File: src/rtl/alarm_trigger_ctrl_pkg.sv
// Shared types and constants for the alarm trigger controller.
// Imported by the interface, the tone generator and the top.
package alarm_pkg;

    typedef enum logic [1:0] {
        IDLE,
        RINGING,
        SNOOZE,
        DISMISSED
    } state_t;

    localparam int HH_W   = 5;
    localparam int MM_W   = 6;
    localparam int TONE_W = 24;

    localparam logic [TONE_W-1:0] DEF_PATTERN = 24'hF0F0F0;

    function automatic int imax(input int a, input int b);
        return (a > b) ? a : b;
    endfunction

endpackage

File: src/rtl/alarm_trigger_ctrl_if.sv
// Signal bundle between time/button logic, the alarm controller
// and the buzzer driver.
interface alarm_trigger_ctrl_if
    import alarm_pkg::*;
#(
    parameter int MAX_SNOOZE = 3
);

    localparam int CNT_W = $clog2(MAX_SNOOZE + 1);

    logic              tick_1hz;
    logic [HH_W-1:0]   cur_hh;
    logic [MM_W-1:0]   cur_mm;
    logic [HH_W-1:0]   alarm_hh;
    logic [MM_W-1:0]   alarm_mm;
    logic              alarm_en;
    logic              snooze_btn;
    logic              dismiss_btn;
    logic              alarmActive;
    logic [TONE_W-1:0] toneBus;
    logic              snoozing;
    logic [CNT_W-1:0]  snooze_count;

    modport master (
        output tick_1hz, cur_hh, cur_mm,
        output alarm_hh, alarm_mm, alarm_en,
        output snooze_btn, dismiss_btn,
        input  alarmActive, toneBus,
        input  snoozing, snooze_count
    );

    modport slave (
        input  tick_1hz, cur_hh, cur_mm,
        input  alarm_hh, alarm_mm, alarm_en,
        input  snooze_btn, dismiss_btn,
        output alarmActive, toneBus,
        output snoozing, snooze_count
    );

endinterface

File: src/rtl/alarm_trigger_ctrl_tone_pattern_gen.sv
// Beep pattern register: reloads on ring entry, rotates right
// once per PATTERN_DIV clocks while running, zero otherwise.
module tone_pattern_gen
    import alarm_pkg::*;
#(
    parameter int                PATTERN_DIV = 12_500_000,
    parameter logic [TONE_W-1:0] PATTERN     = DEF_PATTERN
) (
    input  logic              clk,
    input  logic              rst_n,
    input  logic              load,
    input  logic              run,
    output logic [TONE_W-1:0] toneBus
);

    localparam int DIV_W =
        (PATTERN_DIV > 1) ? $clog2(PATTERN_DIV) : 1;
    localparam logic [DIV_W-1:0] DIV_LAST =
        DIV_W'(PATTERN_DIV - 1);

    logic [DIV_W-1:0]  r_div;
    logic [TONE_W-1:0] r_tone;

    always_ff @(posedge clk or negedge rst_n) begin
        if (!rst_n) begin
            r_div  <= '0;
            r_tone <= '0;
        end else if (load) begin
            r_div  <= '0;
            r_tone <= PATTERN;
        end else if (run) begin
            if (r_div == DIV_LAST) begin
                r_div  <= '0;
                r_tone <= {r_tone[0], r_tone[TONE_W-1:1]};
            end else begin
                r_div <= r_div + 1'b1;
            end
        end else begin
            r_div  <= '0;
            r_tone <= '0;
        end
    end

    assign toneBus = r_tone;

endmodule

File: src/rtl/alarm_trigger_ctrl.sv
// Alarm trigger: time compare, ring/snooze/dismiss FSM,
// auto-timeout and snooze accounting; feeds the buzzer driver.
module alarm_trigger_ctrl
    import alarm_pkg::*;
#(
    parameter int                PATTERN_DIV  = 12_500_000,
    parameter int                RING_MAX_SEC = 60,
    parameter int                SNOOZE_SEC   = 300,
    parameter int                MAX_SNOOZE   = 3,
    parameter logic [TONE_W-1:0] PATTERN      = DEF_PATTERN
) (
    input  logic                 clk,
    input  logic                 rst_n,
    alarm_trigger_ctrl_if.slave  bus
);

    localparam int SEC_MAX = imax(RING_MAX_SEC, SNOOZE_SEC);
    localparam int SEC_W   = $clog2(SEC_MAX + 1);
    localparam int CNT_W   = $clog2(MAX_SNOOZE + 1);

    localparam logic [SEC_W-1:0] RING_LAST =
        SEC_W'(RING_MAX_SEC - 1);
    localparam logic [SEC_W-1:0] SNZ_LAST =
        SEC_W'(SNOOZE_SEC - 1);
    localparam logic [CNT_W-1:0] CNT_MAX =
        CNT_W'(MAX_SNOOZE);

    state_t           r_state;
    state_t           w_next;
    logic [SEC_W-1:0] r_sec;
    logic [SEC_W-1:0] w_sec;
    logic [CNT_W-1:0] r_cnt;
    logic [CNT_W-1:0] w_cnt;
    logic             r_snz_d;
    logic             r_dis_d;
    logic             r_active;
    logic             r_snoozing;

    logic w_match;
    logic w_tick;
    logic w_snz_rise;
    logic w_dis_rise;
    logic w_kill;
    logic w_load;
    logic w_run;

    assign w_tick  = bus.tick_1hz;
    assign w_match = bus.alarm_en
                   & (bus.cur_hh == bus.alarm_hh)
                   & (bus.cur_mm == bus.alarm_mm);

    assign w_snz_rise = bus.snooze_btn  & ~r_snz_d;
    assign w_dis_rise = bus.dismiss_btn & ~r_dis_d;

    // Disarm behaves like a dismiss press from any active state.
    assign w_kill = ~bus.alarm_en | w_dis_rise;

    always_comb begin
        w_next = r_state;
        w_sec  = r_sec;
        w_cnt  = r_cnt;
        unique case (r_state)
            IDLE: begin
                if (w_tick & w_match) begin
                    w_next = RINGING;
                    w_sec  = '0;
                    w_cnt  = '0;
                end
            end
            RINGING: begin
                if (w_kill) begin
                    w_next = DISMISSED;
                    w_sec  = '0;
                end else if (w_snz_rise & (r_cnt < CNT_MAX)) begin
                    w_next = SNOOZE;
                    w_cnt  = r_cnt + 1'b1;
                    w_sec  = '0;
                end else if (w_tick) begin
                    if (r_sec == RING_LAST) begin
                        w_next = DISMISSED;
                        w_sec  = '0;
                    end else begin
                        w_sec = r_sec + 1'b1;
                    end
                end
            end
            SNOOZE: begin
                if (w_kill) begin
                    w_next = DISMISSED;
                    w_sec  = '0;
                end else if (w_tick) begin
                    if (r_sec == SNZ_LAST) begin
                        w_next = RINGING;
                        w_sec  = '0;
                    end else begin
                        w_sec = r_sec + 1'b1;
                    end
                end
            end
            DISMISSED: begin
                // Wait out the matching minute so it cannot retrigger.
                if (w_tick & ~w_match) begin
                    w_next = IDLE;
                    w_sec  = '0;
                    w_cnt  = '0;
                end
            end
            default: begin
                w_next = IDLE;
            end
        endcase
    end

    always_ff @(posedge clk or negedge rst_n) begin
        if (!rst_n) begin
            r_state    <= IDLE;
            r_sec      <= '0;
            r_cnt      <= '0;
            r_snz_d    <= 1'b0;
            r_dis_d    <= 1'b0;
            r_active   <= 1'b0;
            r_snoozing <= 1'b0;
        end else begin
            r_state    <= w_next;
            r_sec      <= w_sec;
            r_cnt      <= w_cnt;
            r_snz_d    <= bus.snooze_btn;
            r_dis_d    <= bus.dismiss_btn;
            r_active   <= (w_next == RINGING);
            r_snoozing <= (w_next == SNOOZE);
        end
    end

    assign w_run  = (w_next == RINGING);
    assign w_load = w_run & (r_state != RINGING);

    tone_pattern_gen #(
        .PATTERN_DIV (PATTERN_DIV),
        .PATTERN     (PATTERN)
    ) u_tone (
        .clk     (clk),
        .rst_n   (rst_n),
        .load    (w_load),
        .run     (w_run),
        .toneBus (bus.toneBus)
    );

    assign bus.alarmActive  = r_active;
    assign bus.snoozing     = r_snoozing;
    assign bus.snooze_count = r_cnt;

endmodule
File: src/flat_wrapper.sv
// flat-port wrapper written by rule: the top's interface ports become plain ports
module alarm_trigger_ctrl_flat import alarm_pkg::*;
#(
    parameter int                PATTERN_DIV  = 12_500_000,
    parameter int                RING_MAX_SEC = 60,
    parameter int                SNOOZE_SEC   = 300,
    parameter int                MAX_SNOOZE   = 3,
    parameter logic [TONE_W-1:0] PATTERN      = DEF_PATTERN
)
  (clk, rst_n, bus_tick_1hz, bus_cur_hh, bus_cur_mm, bus_alarm_hh, bus_alarm_mm, bus_alarm_en, bus_snooze_btn, bus_dismiss_btn, bus_alarmActive, bus_toneBus, bus_snoozing, bus_snooze_count);
  alarm_trigger_ctrl_if #(.MAX_SNOOZE(MAX_SNOOZE)) bus_i ();
  input  logic clk;
  input  logic rst_n;
  input wire logic [$bits(bus_i.tick_1hz)-1:0] bus_tick_1hz;
  input wire logic [$bits(bus_i.cur_hh)-1:0] bus_cur_hh;
  input wire logic [$bits(bus_i.cur_mm)-1:0] bus_cur_mm;
  input wire logic [$bits(bus_i.alarm_hh)-1:0] bus_alarm_hh;
  input wire logic [$bits(bus_i.alarm_mm)-1:0] bus_alarm_mm;
  input wire logic [$bits(bus_i.alarm_en)-1:0] bus_alarm_en;
  input wire logic [$bits(bus_i.snooze_btn)-1:0] bus_snooze_btn;
  input wire logic [$bits(bus_i.dismiss_btn)-1:0] bus_dismiss_btn;
  output wire logic [$bits(bus_i.alarmActive)-1:0] bus_alarmActive;
  output wire logic [$bits(bus_i.toneBus)-1:0] bus_toneBus;
  output wire logic [$bits(bus_i.snoozing)-1:0] bus_snoozing;
  output wire logic [$bits(bus_i.snooze_count)-1:0] bus_snooze_count;
  assign bus_i.tick_1hz = bus_tick_1hz;
  assign bus_i.cur_hh = bus_cur_hh;
  assign bus_i.cur_mm = bus_cur_mm;
  assign bus_i.alarm_hh = bus_alarm_hh;
  assign bus_i.alarm_mm = bus_alarm_mm;
  assign bus_i.alarm_en = bus_alarm_en;
  assign bus_i.snooze_btn = bus_snooze_btn;
  assign bus_i.dismiss_btn = bus_dismiss_btn;
  assign bus_alarmActive = bus_i.alarmActive;
  assign bus_toneBus = bus_i.toneBus;
  assign bus_snoozing = bus_i.snoozing;
  assign bus_snooze_count = bus_i.snooze_count;
  alarm_trigger_ctrl #(.PATTERN_DIV(PATTERN_DIV), .RING_MAX_SEC(RING_MAX_SEC), .SNOOZE_SEC(SNOOZE_SEC), .MAX_SNOOZE(MAX_SNOOZE), .PATTERN(PATTERN)) u_core (.clk(clk), .rst_n(rst_n), .bus(bus_i));
endmodule
File: config.mk
export PLATFORM = sky130hd
export DESIGN_NAME = alarm_trigger_ctrl_flat
export DESIGN_NICKNAME = d
export VERILOG_FILES = /design/src/rtl/alarm_trigger_ctrl_pkg.sv /design/src/rtl/alarm_trigger_ctrl_if.sv /design/src/rtl/alarm_trigger_ctrl_tone_pattern_gen.sv /design/src/rtl/alarm_trigger_ctrl.sv /design/src/flat_wrapper.sv
export SDC_FILE = /design/constraint.sdc
export NUM_CORES = 1
export LEC_CHECK = 0
export BUFFER_PORTS_ARGS = -buffer_cell sky130_fd_sc_hd__buf_4
export CORE_UTILIZATION = 55
export CTS_BUF_LIST = sky130_fd_sc_hd__clkbuf_8
export DETAILED_ROUTE_END_ITERATION = 8
export GPL_TIMING_DRIVEN = 0
export PLACE_DENSITY = 0.78
export SLEW_MARGIN = 10
export SYNTH_ARGS = -nofsm -noshare
export SYNTH_HDL_FRONTEND = slang
export SYNTH_SLANG_ARGS = --single-unit
File: constraint.sdc
create_clock -name clk -period 4.9 [get_ports clk]
set_clock_uncertainty 0.05 [all_clocks]
set_input_delay 0.245 -clock clk [delete_from_list [all_inputs] [get_ports clk]]
set_output_delay 0.245 -clock clk [all_outputs]
set_load 0.02 [all_outputs]
==> results <==
- The biggest area contributor in the post-synthesis netlist is dfrtp_1.
- The final-report max-slew violation count was 0.
- The ratio of final minimum period to clock period is between 50% and 60%.
- For this run, global-route usage on met1 was measured as a little under a third.
- Across every metal layer, demand over resource in global routing totals between 20% and 30%.
- Setup violations remaining at the end of the flow were counted as 0.
- The largest net degree at the start of global routing is 66.
- Of all flip-flops after synthesis, the portion carrying an async set or reset was between 90% and 100%.
- In the final design database the tool counted 471 nets.
- The residual antenna-violating net count after detailed routing is 0.
- TritonCTS built the clock tree.
- Among all flip-flop cells after synthesis, the most frequent one is dfrtp_1.
- The floorplan step defined a die boundary enclosing 6700 sq um.
- After synthesis, the largest area contributor takes up roughly 46% of total cell area.
- The final cell utilization of the core is a little over two thirds.
- The run finished with clean final reports.
- In the routed design, unresolved DRC markers number 0.
- The number of global-route vias before repair is ~2.7k.
- The cell count after synthesis is ~370.
- Ranked by total cell area, the synthesized netlist is headed by dfrtp_1 46%, nor3_1 5.9%, nand2_1 5.1%.
- The global routing stage identified its most utilized layer as met2.
- Synthesis instantiated 47 different standard cells from the library.
- Using the TritonRoute via totals, the vias-per-cell ratio works out to roughly 5.7.
- The number of CTS-inserted buffers is 9.
- Counting cells, the worst reg-to-reg path comes to 10.
- The largest vdd supply drop is around 0.27 mV.
- The violation count after the first detailed-route iteration is approximately 180.
- The H-tree was split into 3 levels.
- Once the clock tree was built, the setup fixing pass inserted 0 buffers.
- Data on the critical path arrives at its endpoint at ~3000 ps.
- Final hold analysis gives a worst-case slack of around 410 ps.
- Yosys mapped a number of flops with a built-in enable equal to 0.
- The top fanout value on the critical path is 10.
- The synthesized design contains 65 register bits.
- The floorplan step defined a core boundary enclosing between 6000 and 7000 sq um.
- The endpoint required time on the critical path is about 5100 ps.
- The power density over the cells is around 460 nW/um^2.
- The setup check on the worst reg-to-reg path leaves a slack of around 2100 ps.
- Counting instances, the worst hold path has a depth of 5.
- The number of hold-slack violations in the final timing report is 0.
- Setup repair after global routing left no endpoint under its margin.
- Measured along the x axis, the die boundary spans around 82 um.
- In this run the worst hold path is classified as in -> reg.
- The count of yosys warnings during synthesis is 0.
- The initial utilization of the core area, before any placement, comes to between 50% and 60%.
- The buffer cell driving the clock tree root is clkbuf_8.
- For this run the aggregate overflow at the end of global routing stands at 0.
- The sum of net half-perimeters after detailed placement is 5370 um.
- After clock tree synthesis, the clock-pin slew on the worst setup and hold paths is 70 ps.
- The tool flagged a number of max-cap violations equal to 0.
- In this run the tightest slew margin relative to its limit is between 40% and 50%.
- After detailed routing, the average wire length per cell comes to around 15 um.
- The type of origin of the critical path is a flip-flop.
- During placement, the flow inserted port buffers numbering 54.
- The die span in y is ~82 um.
- The endpoint class of the critical path is a flip-flop.
- The clock sink total is 65.
- The met3 layer usage reported by global route is 5.78%.
- The ratio of cells with drive above 1 in the final layout is about 18%.
- The clock period minus worst slack is around 2800 ps.
- Compared with the post-synthesis result, the final layout area differs by 20.5%.
- When the netlist entered floorplanning its net count stood at slightly above 400.
- The top achievable clock speed is approximately 0.36 GHz.
- The deepest clock path buffer count is 2.
- Global routing consumed, on the met2 layer, between 40% and 50% of the routing resources.
- The initialized floorplan defines 28 standard-cell rows.
- The critical setup path kind is reg -> reg.
- Summing internal, switching and leakage power gives 1960 uW.
- The first global-routing pass estimated ~12000 um of wire.
- The average size of a mapped cell is 9.55 sq um.
- The number of antenna violations at the first check in global routing is 0.
- The first detailed-routing pass took 4 iterations.
- The sequential element share of the synthesized area is 46.4%.
- For this block, the routed nets add up to about 7500 um of wire.
- Routability-driven placement finished with a final weighted congestion of ~0.82.
- The leakage power is around 0.0019 uW.
- The number of I/O pins is between 50 and 60.
- The pin slew with the least headroom to its limit is approximately 820 ps.
- The sum of negative setup slack is 0 ps.
- The clock insertion delay at the later pin of the skew report is 340 ps.
- The number of vias after detailed routing is a little under 3k.
- The netlist area before placement is about 3500 sq um.
- The number of antenna cells inserted is 0.
==> synthesized netlist by cell type, types with 3 or more instances <==
cell       n
a22o_1     3
buf_2      6
and2_1     5
mux2i_1   13
nand4_1   10
o21ai_0    5
nand3_1   19
nor2_1    16
nand2_1   48
dfrtp_1   65
or4_1      3
o21bai_1   3
nor2b_1    3
ha_1       8
and3_1     9
nor4b_1    3
inv_1     11
xor2_1    18
and4_1     4
xnor2_1   15
clkbuf_1  10
a31oi_1   16
nor3_1    41
==> cells by family after synthesis <==
family,share of synthesized area [%]
fa+ha+maj,2.86
simple gates,26.5
buf+inv,3.75
xor+xnor,8.25
compound gates,8.50
flops,46.4
mux,3.71
==> what timing repair did <==
item / CTS / global route
gates resized for setup: 0 / 0
hold buffers: 3 / 0
hold endpoints to repair: 67 / 0
==> where the power goes <==
group	internal, uW	switching, uW
clock network	230	205
logic	310	534
registers	613	64.2
==> layout make-up <==
| class | instances | area (sq um) |
|---|---|---|
| timing repair buffer | 57 | 435 |
| fill | 484 | 1800 |
| buffer | 18 | 90.1 |
| sequential | 65 | 1630 |
| clock buffer | 9 | 124 |
| inverter | 11 | 41.3 |
| multi-input combinational | 273 | 1750 |
| clock inverter | 7 | 63.8 |
| tap | 75 | 93.8 |
==> layout by cell type (no fill, tap or decap), types with 4 or more instances in the layout <==
master	n
nor3_1	41
ha_1	8
buf_4	54
nand3_1	19
clkbuf_1	10
clkbuf_8	9
and3_1	9
buf_2	6
nand2_1	48
xnor2_1	15
a31oi_1	16
nor2_1	16
and2_1	5
mux2i_1	13
and4_1	4
nand4_1	10
xor2_1	18
o21ai_0	5
inv_1	13
dfrtp_1	65
==> critical path, cell delays in order (launching register included) <==
cell	delay, ps
dfrtp_1	440
inv_1	170
ha_1	170
clkbuf_1	370
inv_1	140
o21ai_0	260
nand2_1	90
a32oi_1	360
buf_2	290
nor2_1	110
a22o_1	220
==> worst paths after layout <==
kind	from	endpoint
max reg2reg	u_core.r_state[1]	u_core.r_sec[6]
max	u_core.r_state[1]	u_core.r_sec[6]
max in group asynchronous	rst_n	u_core.r_sec[1]
min reg2reg	u_core.u_tone.r_div[0]	u_core.u_tone.r_div[0]
min	bus_alarm_en	u_core.r_state[1]
min in group asynchronous	rst_n	u_core.u_tone.r_div[20]
==> registers in the layout (all words and copies together) (netlist names) <==
| name | cells |
|---|---|
| u_core.u_tone.toneBus | 24 |
| u_core.bus.snoozing | 1 |
| u_core.r_state | 2 |
| u_core.r_sec | 9 |
| u_core.u_tone.r_div | 24 |
| u_core.bus.alarmActive | 1 |
| u_core.bus.snooze_count | 2 |
| u_core.r_snz_d | 1 |
| u_core.r_dis_d | 1 |
==> metal layers <==
layer | vias up | wire length (um)
li1 | 1456 | -
met1 | 1395 | 3540
met4 | 0 | 57
met5 | - | 0
met3 | 5 | 362
met2 | 77 | 3520
==> stage by stage <==
| stage | area (sq um) | cells | setup slack (ps) |
|---|---|---|---|
| 2_1_floorplan | 3500 | 367 | 2640 |
| 3_3_place_gp | 4000 | 496 | 2160 |
| 3_5_place_dp | 4000 | 496 | 2170 |
| 4_1_cts | 4220 | 515 | 2130 |
| 5_1_grt | 4220 | 515 | 1890 |
| 6_report | 4220 | 515 | 2130 |
Power figures use the tool's default switching activity.
